## src/rtl/traffic_phase_arbiter_if.sv

```systemverilog
// Request/lamp bundle between the phase arbiter and its environment.
// master drives the sensors and requests; slave (the arbiter) drives the lamps.
interface traffic_phase_arbiter_if;
    logic       tick;
    logic       ms;
    logic       ss;
    logic       ped_req;
    logic       emg_req;
    logic [1:0] ml;
    logic [1:0] sl;
    logic       walk;

    modport master (
        output tick,
        output ms,
        output ss,
        output ped_req,
        output emg_req,
        input  ml,
        input  sl,
        input  walk
    );

    modport slave (
        input  tick,
        input  ms,
        input  ss,
        input  ped_req,
        input  emg_req,
        output ml,
        output sl,
        output walk
    );
endinterface

```

## src/rtl/traffic_phase_arbiter.sv

```systemverilog
// Intersection phase scheduler: shares right-of-way between the side street, a latched
// pedestrian call and an emergency preempt, with tick-counted dwells and Moore lamps.
module traffic_phase_arbiter #(
    parameter int unsigned MIN_GREEN = 180,
    parameter int unsigned YEL       = 10,
    parameter int unsigned SIDE_MAX  = 120,
    parameter int unsigned WALK      = 20,
    parameter int unsigned TW        = 8
) (
    input logic                   clk,
    input logic                   rst_n,
    traffic_phase_arbiter_if.slave bus
);

    typedef enum logic [2:0] {
        StMg,
        StMy,
        StSg,
        StSy,
        StPed
    } state_e;

    localparam logic [1:0] LampG = 2'b00;
    localparam logic [1:0] LampY = 2'b01;
    localparam logic [1:0] LampR = 2'b10;

    localparam logic [TW-1:0] TimerMax  = '1;
    localparam logic [TW-1:0] MinGreenT = TW'(MIN_GREEN);
    localparam logic [TW-1:0] YelT      = TW'(YEL);
    localparam logic [TW-1:0] SideMaxT  = TW'(SIDE_MAX);
    localparam logic [TW-1:0] WalkT     = TW'(WALK);

    state_e          state_q, state_d;
    logic [TW-1:0]   timer_q, timer_d;
    logic            ped_pend_q, ped_pend_d;
    logic            target_ped_q, target_ped_d;  // 1: PED, 0: SG
    logic            last_ped_q, last_ped_d;      // 1: last tie went to PED
    logic [1:0]      ml_q, ml_d;
    logic [1:0]      sl_q, sl_d;
    logic            walk_q, walk_d;
    logic            side_call;

    assign side_call = bus.ss & ~bus.ms;

    always_comb begin
        state_d      = state_q;
        target_ped_d = target_ped_q;
        last_ped_d   = last_ped_q;
        ped_pend_d   = ped_pend_q;
        timer_d      = timer_q;
        ml_d         = ml_q;
        sl_d         = sl_q;
        walk_d       = walk_q;

        case (state_q)
            StMg: begin
                if ((timer_q >= MinGreenT) && (side_call || ped_pend_q) && !bus.emg_req) begin
                    state_d = StMy;
                    if (side_call && ped_pend_q) begin
                        target_ped_d = ~last_ped_q;
                        last_ped_d   = ~last_ped_q;
                    end else begin
                        target_ped_d = ped_pend_q;
                    end
                end
            end
            StMy: begin
                if (timer_q >= YelT) begin
                    if (bus.emg_req) begin
                        state_d = StMg;
                    end else if (target_ped_q) begin
                        state_d = StPed;
                    end else begin
                        state_d = StSg;
                    end
                end
            end
            StSg: begin
                if (!bus.ss || (timer_q >= SideMaxT) || bus.emg_req) begin
                    state_d = StSy;
                end
            end
            StSy: begin
                if (timer_q >= YelT) begin
                    state_d = StMg;
                end
            end
            StPed: begin
                if (timer_q >= WalkT) begin
                    state_d = StMg;
                end
            end
            default: state_d = StMg;
        endcase

        // A press on the walk-start edge is considered served by that walk.
        if (state_q != StPed && bus.ped_req) begin
            ped_pend_d = 1'b1;
        end
        if (state_q == StMy && state_d == StPed) begin
            ped_pend_d = 1'b0;
        end

        if (state_d != state_q) begin
            timer_d = '0;
        end else if (bus.tick && timer_q != TimerMax) begin
            timer_d = timer_q + TW'(1);
        end

        unique case (state_d)
            StMg:    begin ml_d = LampG; sl_d = LampR; walk_d = 1'b0; end
            StMy:    begin ml_d = LampY; sl_d = LampR; walk_d = 1'b0; end
            StSg:    begin ml_d = LampR; sl_d = LampG; walk_d = 1'b0; end
            StSy:    begin ml_d = LampR; sl_d = LampY; walk_d = 1'b0; end
            StPed:   begin ml_d = LampR; sl_d = LampR; walk_d = 1'b1; end
            default: begin ml_d = LampR; sl_d = LampR; walk_d = 1'b0; end
        endcase
    end

    always_ff @(posedge clk) begin
        if (!rst_n) begin
            state_q      <= StMg;
            timer_q      <= '0;
            ped_pend_q   <= 1'b0;
            target_ped_q <= 1'b0;
            last_ped_q   <= 1'b1;
            ml_q         <= LampG;
            sl_q         <= LampR;
            walk_q       <= 1'b0;
        end else begin
            state_q      <= state_d;
            timer_q      <= timer_d;
            ped_pend_q   <= ped_pend_d;
            target_ped_q <= target_ped_d;
            last_ped_q   <= last_ped_d;
            ml_q         <= ml_d;
            sl_q         <= sl_d;
            walk_q       <= walk_d;
        end
    end

    assign bus.ml   = ml_q;
    assign bus.sl   = sl_q;
    assign bus.walk = walk_q;

endmodule
```

## src/flat_wrapper.sv

```systemverilog
// flat-port wrapper written by rule: the top's interface ports become plain ports
module traffic_phase_arbiter_flat 
#(
    parameter int unsigned MIN_GREEN = 180,
    parameter int unsigned YEL       = 10,
    parameter int unsigned SIDE_MAX  = 120,
    parameter int unsigned WALK      = 20,
    parameter int unsigned TW        = 8
)
  (clk, rst_n, bus_tick, bus_ms, bus_ss, bus_ped_req, bus_emg_req, bus_ml, bus_sl, bus_walk);
  traffic_phase_arbiter_if bus_i ();
  input logic clk;
  input logic rst_n;
  input wire logic [$bits(bus_i.tick)-1:0] bus_tick;
  input wire logic [$bits(bus_i.ms)-1:0] bus_ms;
  input wire logic [$bits(bus_i.ss)-1:0] bus_ss;
  input wire logic [$bits(bus_i.ped_req)-1:0] bus_ped_req;
  input wire logic [$bits(bus_i.emg_req)-1:0] bus_emg_req;
  output wire logic [$bits(bus_i.ml)-1:0] bus_ml;
  output wire logic [$bits(bus_i.sl)-1:0] bus_sl;
  output wire logic [$bits(bus_i.walk)-1:0] bus_walk;
  assign bus_i.tick = bus_tick;
  assign bus_i.ms = bus_ms;
  assign bus_i.ss = bus_ss;
  assign bus_i.ped_req = bus_ped_req;
  assign bus_i.emg_req = bus_emg_req;
  assign bus_ml = bus_i.ml;
  assign bus_sl = bus_i.sl;
  assign bus_walk = bus_i.walk;
  traffic_phase_arbiter #(.MIN_GREEN(MIN_GREEN), .YEL(YEL), .SIDE_MAX(SIDE_MAX), .WALK(WALK), .TW(TW)) u_core (.clk(clk), .rst_n(rst_n), .bus(bus_i));
endmodule
```

## config.mk

```make
export PLATFORM = sky130hd
export DESIGN_NAME = traffic_phase_arbiter_flat
export DESIGN_NICKNAME = d
export VERILOG_FILES = /design/src/rtl/traffic_phase_arbiter_if.sv /design/src/rtl/traffic_phase_arbiter.sv /design/src/flat_wrapper.sv
export SDC_FILE = /design/constraint.sdc
export NUM_CORES = 1
export LEC_CHECK = 0
export ABC_AREA = 1
export CELL_PAD_IN_SITES_DETAIL_PLACEMENT = 1
export CELL_PAD_IN_SITES_GLOBAL_PLACEMENT = 2
export CORE_ASPECT_RATIO = 0.9
export CORE_MARGIN = 2
export CORE_UTILIZATION = 30
export CTS_CLUSTER_SIZE = 20
export DETAILED_ROUTE_END_ITERATION = 8
export PLACE_DENSITY_LB_ADDON = 0.1
export RECOVER_POWER = 50
export SLEW_MARGIN = 30
export SYNTH_ARGS = -nofsm -noshare
export SYNTH_HDL_FRONTEND = slang
export SYNTH_SLANG_ARGS = --single-unit
```

## constraint.sdc

```tcl
create_clock -name clk -period 1.5 [get_ports clk]
set_input_delay 0.15 -clock clk [delete_from_list [all_inputs] [get_ports clk]]
set_output_delay 0.15 -clock clk [all_outputs]
set_load 0.02 [all_outputs]
```

==> flow_summary.toml <==
[global_routing]
gr-total-overflow = 0
antenna_found_initial = 0
grt_max_degree = 13
grt_use_total = 0.149
grt_pass1_vias = 1023
grt_first_pass_wirelength_mm = 4.52

[logic_synthesis]
syn_nets = 167
synth_edf_count = 0
syn_inst = 158
ys_ff_latch = 19
ys_async_sr_fraction = 0
synth.avg_cell_area_um2 = 6.70
yosys_warnings = 0
ys_types = 24
ys_seq_area_frac = 0.359
synthFlopType = "dfxtp_1"
netlist_area_um2 = 1060

[layout]
nets = 192
drive_gt1_frac = 0.187
final_util = 0.409
nFillCells = 444
area_growth_pct = 30.5
n_antenna_cell = 0
final_area_um2 = 1380

[setup_path]
crit_required_ns = 1.69
crit_start = "u_core.timer_q[1]"
cp.arrival_ns = 1.59
end_kind = "flop"
crit_type = "flop to flop"
r2r_slack_ns = 0.10
rr_startpoint = "u_core.timer_q[1]"
path_max_fanout = 8
startpoint_type = "flop"

[drt]
drt-pass1-iter-count = 4
drc = 0
wire_per_inst_um = 11.5
drt_iter0_markers = 20
drt-total-wl_mm = 2.59
ant_nets = 0
vias_per_cell = 4.40
num_vias = 994

[run]
drv_cap = 0

[cts]
cts_buffers = 3
ctsResizeCount = 0
cts_root_buf = "clkbuf_8"
post_cts_buffers = 0
clock_latency_ns = 0.26
cts-htree-levels = 1
cts.sinks = 19
postCtsHoldBufs = 0
cts.path.max_buffers = 2
cts.clk_slew.worst_paths_ns = 0.08
cts_tree = "yes"

[timing]
tns_ns = 0
finalClockSkew_ns = 0.00318
slew_viol_final = 0
finalSetupViolCount = 0
fmax_mhz = 716
tightest_slew_ns = 0.248
max_slew_margin = 0.834
finalHoldViolCount = 0
min_period_over_period = 0.931
fin_crit_ns = 1.40
rsz0062_at_grt = "yes"

[power_and_ir_drop]
power_density_nw_per_um2 = 709
p_sw_frac = 0.241
clockPowerShare = 0.374
p_leak_nw = 0.664
p_seq_frac = 0.532
ir_drop_uv = 543
p_int_w = 0.000743
power.switching_w = 0.000236
combPwrFrac = 0.094

[floorplanning]
core_area_um2 = 3380
core.rowCount = 20
die_w_um = 66.6
initial_core_util = 0.313
die_h_um = 60.4
die-area_um2 = 4020
io_pins = 12

[placement]
post-dp-hpwl_mm = 2.21
port_buffers = 11
placed_area_um2 = 1290
gp_congestion = 0.758

[worst_hold_path]
hold_path.startpoint = "u_core.last_ped_q"
hold_class = "flop to flop"

[status]
outcome = "complete, no violations"
[through the flow]
step | cells | total power (W) | setup WS, ns | hold slack [ns]
2_1_floorplan | 158 | 0.000576 | 0.171 | 0.234
3_3_place_gp | 222 | 0.000616 | -0.0744 | 0.440
3_5_place_dp | 222 | 0.000621 | -0.133 | 0.458
4_1_cts | 226 | 0.000992 | 0.0415 | 0.475
5_1_grt | 226 | 0.00102 | 0.000430 | 0.500
6_report | 226 | 0.000979 | 0.103 | 0.465
[per-layer routing]
layer	vias to the layer above	part of all wire	wire, µm	track usage
li1	529	-	-	-
met1	452	0.49	1270	0.195
met2	9	0.47	1230	0.256
met3	4	0.031	81	0.0353
met4	0	0.0054	14	0.0262
met5	-	0	0	0
[cells by family (layout without fill, tap and decap cells)]
| logic type | count (synthesis) | in the layout | share of synthesized area |
|---|---|---|---|
| flops | 19 | 19 | 0.359 |
| buf+inv | 32 | 56 | 0.117 |
| fa+ha+maj | 2 | 2 | 0.0236 |
| xor+xnor | 5 | 5 | 0.0414 |
| simple gates | 87 | 87 | 0.390 |
| compound gates | 13 | 13 | 0.0685 |
[path summary, 6_finish.rpt]
kind / cells after the start / endpoint
setup / recovery: 10 / u_core.timer_q[1]
hold / removal: 2 / u_core.last_ped_q
setup reg to reg: 10 / u_core.timer_q[1]
hold reg to reg: 2 / u_core.last_ped_q
[worst max-delay path, stage by stage (launching register included)]
cell and delay [ns]:
dfxtp_2 0.34, buf_4 0.15, o21ai_4 0.16, inv_1 0.05
nor2_1 0.09, nor2_1 0.06, nor2_1 0.12, nand2_1 0.07
inv_1 0.09, nand2_4 0.08, nor2_1 0.11
[power by group through the flow]
stage | Clock (W) | Sequential [W] | Combinational [W]
4_1_cts | 0.000383 | 0.000518 | 0.0000914
2_1_floorplan | 0 | 0.000529 | 0.0000470
3_3_place_gp | 0 | 0.000529 | 0.0000871
6_report | 0.000366 | 0.000521 | 0.0000923
5_1_grt | 0.000398 | 0.000522 | 0.000104
3_5_place_dp | 0 | 0.000530 | 0.0000909
[cells in the mapped netlist, types with 2 or more instances]
master / n / area share
o21ai_0: 5 / 0.024
inv_1: 30 / 0.11
nor2_1: 26 / 0.092
nand2_1: 33 / 0.12
nand3_1: 13 / 0.061
o21ai_2: 2 / 0.017
dfxtp_1: 19 / 0.36
xor2_1: 4 / 0.033
nand4_1: 2 / 0.012
a21oi_1: 5 / 0.024
ha_1: 2 / 0.024
nor3_1: 5 / 0.024
[registers in the layout, summed over array words and instances (netlist names)]
signal,cells
u_core.state_q,3
u_core.ped_pend_q,1
u_core.bus.ml,2
u_core.bus.walk,1
u_core.target_ped_q,1
u_core.last_ped_q,1
u_core.bus.sl,2
u_core.timer_q,8
[placed cells by master (no fill, tap or decap), drive strengths merged, types with 3 or more instances in the layout]
cell	netlist	layout
clkbuf	0	3
nor3	5	5
nand3	15	15
dlygate4sd3	0	3
xor2	4	4
o21ai	8	8
nand2	36	36
a21oi	5	5
dfxtp	19	19
clkdlybuf4s50	0	8
nor2	28	28
buf	1	10
inv	31	31
[cell type report]
cell class	count	area [µm²]	area share
clock inverter	1	7.51	0.00543
multi-input combinational	107	587	0.425
tap	44	55.1	0.0399
sequential	19	387	0.280
inverter	31	119	0.0861
clock buffer	3	41.3	0.0299
timing repair buffer	21	185	0.134
Note: power is estimated with default switching activity, not from simulation.
==> RTL edit: new RTL, same flow settings <==
Re-encode `state_e` (5 states) as one-hot, 5 bits wide.
--- a/src/rtl/traffic_phase_arbiter.sv
+++ b/src/rtl/traffic_phase_arbiter.sv
@@ -12,12 +12,12 @@
     traffic_phase_arbiter_if.slave bus
 );
 
-    typedef enum logic [2:0] {
-        StMg,
-        StMy,
-        StSg,
-        StSy,
-        StPed
+    typedef enum logic [4:0] {
+        StMg  = 5'b00001,
+        StMy  = 5'b00010,
+        StSg  = 5'b00100,
+        StSy  = 5'b01000,
+        StPed = 5'b10000
     } state_e;
 
     localparam logic [1:0] LampG = 2'b00;
Check against the original RTL: no difference found for any inputs over 10 cycles, from zero or initial values and one cycle with rst_n low; not proved beyond that.
==> RTL edit against the original RTL <==
Wire length is 29% higher. Count of clock-buffer cells in the layout stayed put. Critical path depth stayed put. Total power is 12% higher. Setup slack worse by 0.025 ns. Sequential cell count is 2 higher. Final cell count is 11% higher. Sequential share of layout area is 1.3 points lower. Synthesized area is 10% higher. Cell area is 17% higher. Critical path type unchanged. Highest routed layer unchanged.
==> RTL edit: results <==
[final_layout]
seq-cell-share_pct = 26.7
finish.utilization_pct = 43.3
multi_input_area_share_pct = 45.1
num-clock-buffers = 3
num-nonclk-buffers = 27
comb.multi_input.count = 123
clkCellAreaFrac_pct = 3.02
nNetsFinal = 215
buf_share_pct = 14.5
nNonClkInverters = 30
drive_gt1_share_pct = 29.8
reg.largest.list = "u_core.timer_q x8, u_core.state_q x5"
instances_no_fill = 251
n_fill_cell = 470

[timing]
holdWs_ns = 0.489
max_freq_ghz = 0.703
slew_headroom_pct = 82.0
skew_ns = 0.00505

[route]
vias = 1142
drt_iter0_markers = 28
wl_per_cell_um = 13.3

[placed_design]
dp_slack_ns = -0.128
placed_cell_area_um2 = 1430
place_inst = 244
hpwlAfterDp_um = 2600
place.gp.congestion = 0.795

[pwr]
p_clk_share_pct = 36.2
peakVddDrop_v = 0.000428
p_sw_share_pct = 25.4
cellLeakagePower_nw = 0.666
p_per_area_nw_per_um2 = 677
pg_seq_mw = 0.576

[logic_synthesis]
yosysSeqAreaShare_pct = 36.1
netlist-cell-type-count = 27
synthTopCellsByCount = "nor2_1 (37), nand2_1 (33), inv_1 (25), dfxtp_1 (21)"
syn-instance-count = 175
synth_area_per_cell_um2 = 6.66
synth.area.top_cells = "dfxtp_1 (36%), nor2_1 (12%), nand2_1 (11%)"

[critical_path]
reg2reg_to = "u_core.timer_q[0]"
r2r_cells = 10
arrival_ns = 1.63
ff2ff_setup_slack_ns = 0.08
crit_end = "u_core.timer_q[0]"

[clock_tree]
clock-sinks = 21
path_clk_slew_ns = 0.09

[grt]
grt_start_max_net_pins = 14
grt_pass1_wl_um = 5420
track_usage_pct = 15.4
grt_pass1_vias = 1206

[status]
outcome = "finished, final reports clean"

[min_path]
hp-class = "register to register"
-- RTL edit: cell families (layout without fill, tap and decap cells) --
group | count (synthesis) | count (layout) | synth area share [%]
AOI/OAI and AO/OA | 20 | 20 | 10.2
xor gates and xnor gates | 6 | 6 | 4.51
adders and majority gates | 2 | 2 | 2.15
buffers and inverters | 31 | 61 | 10.3
DFF | 21 | 21 | 36.1
and+or+nand+nor | 95 | 95 | 36.7
-- RTL edit: critical path: stages (launching register included) --
cell and delay, ns:
dfxtp_2 0.35, buf_6 0.12, nor2_4 0.09, nor2_4 0.05, nor2_4 0.13, inv_2 0.07, nor2_4 0.12, nor2_2 0.04
nand3_2 0.09, nand3_4 0.15, nor2_2 0.14
-- RTL edit: routing by layer --
layer	global-route usage [%]	routed length [um]
met5	0	0
met4	2.16	19
met3	3.84	85
met2	24.8	1500
met1	21.6	1730
-- RTL edit: timing repair --
action,CTS,global route
gates cloned,0,0
setup endpoints to repair,2,16
gates resized for setup,1,35
pin swaps,0,11
setup buffers,0,3
hold buffers,0,0
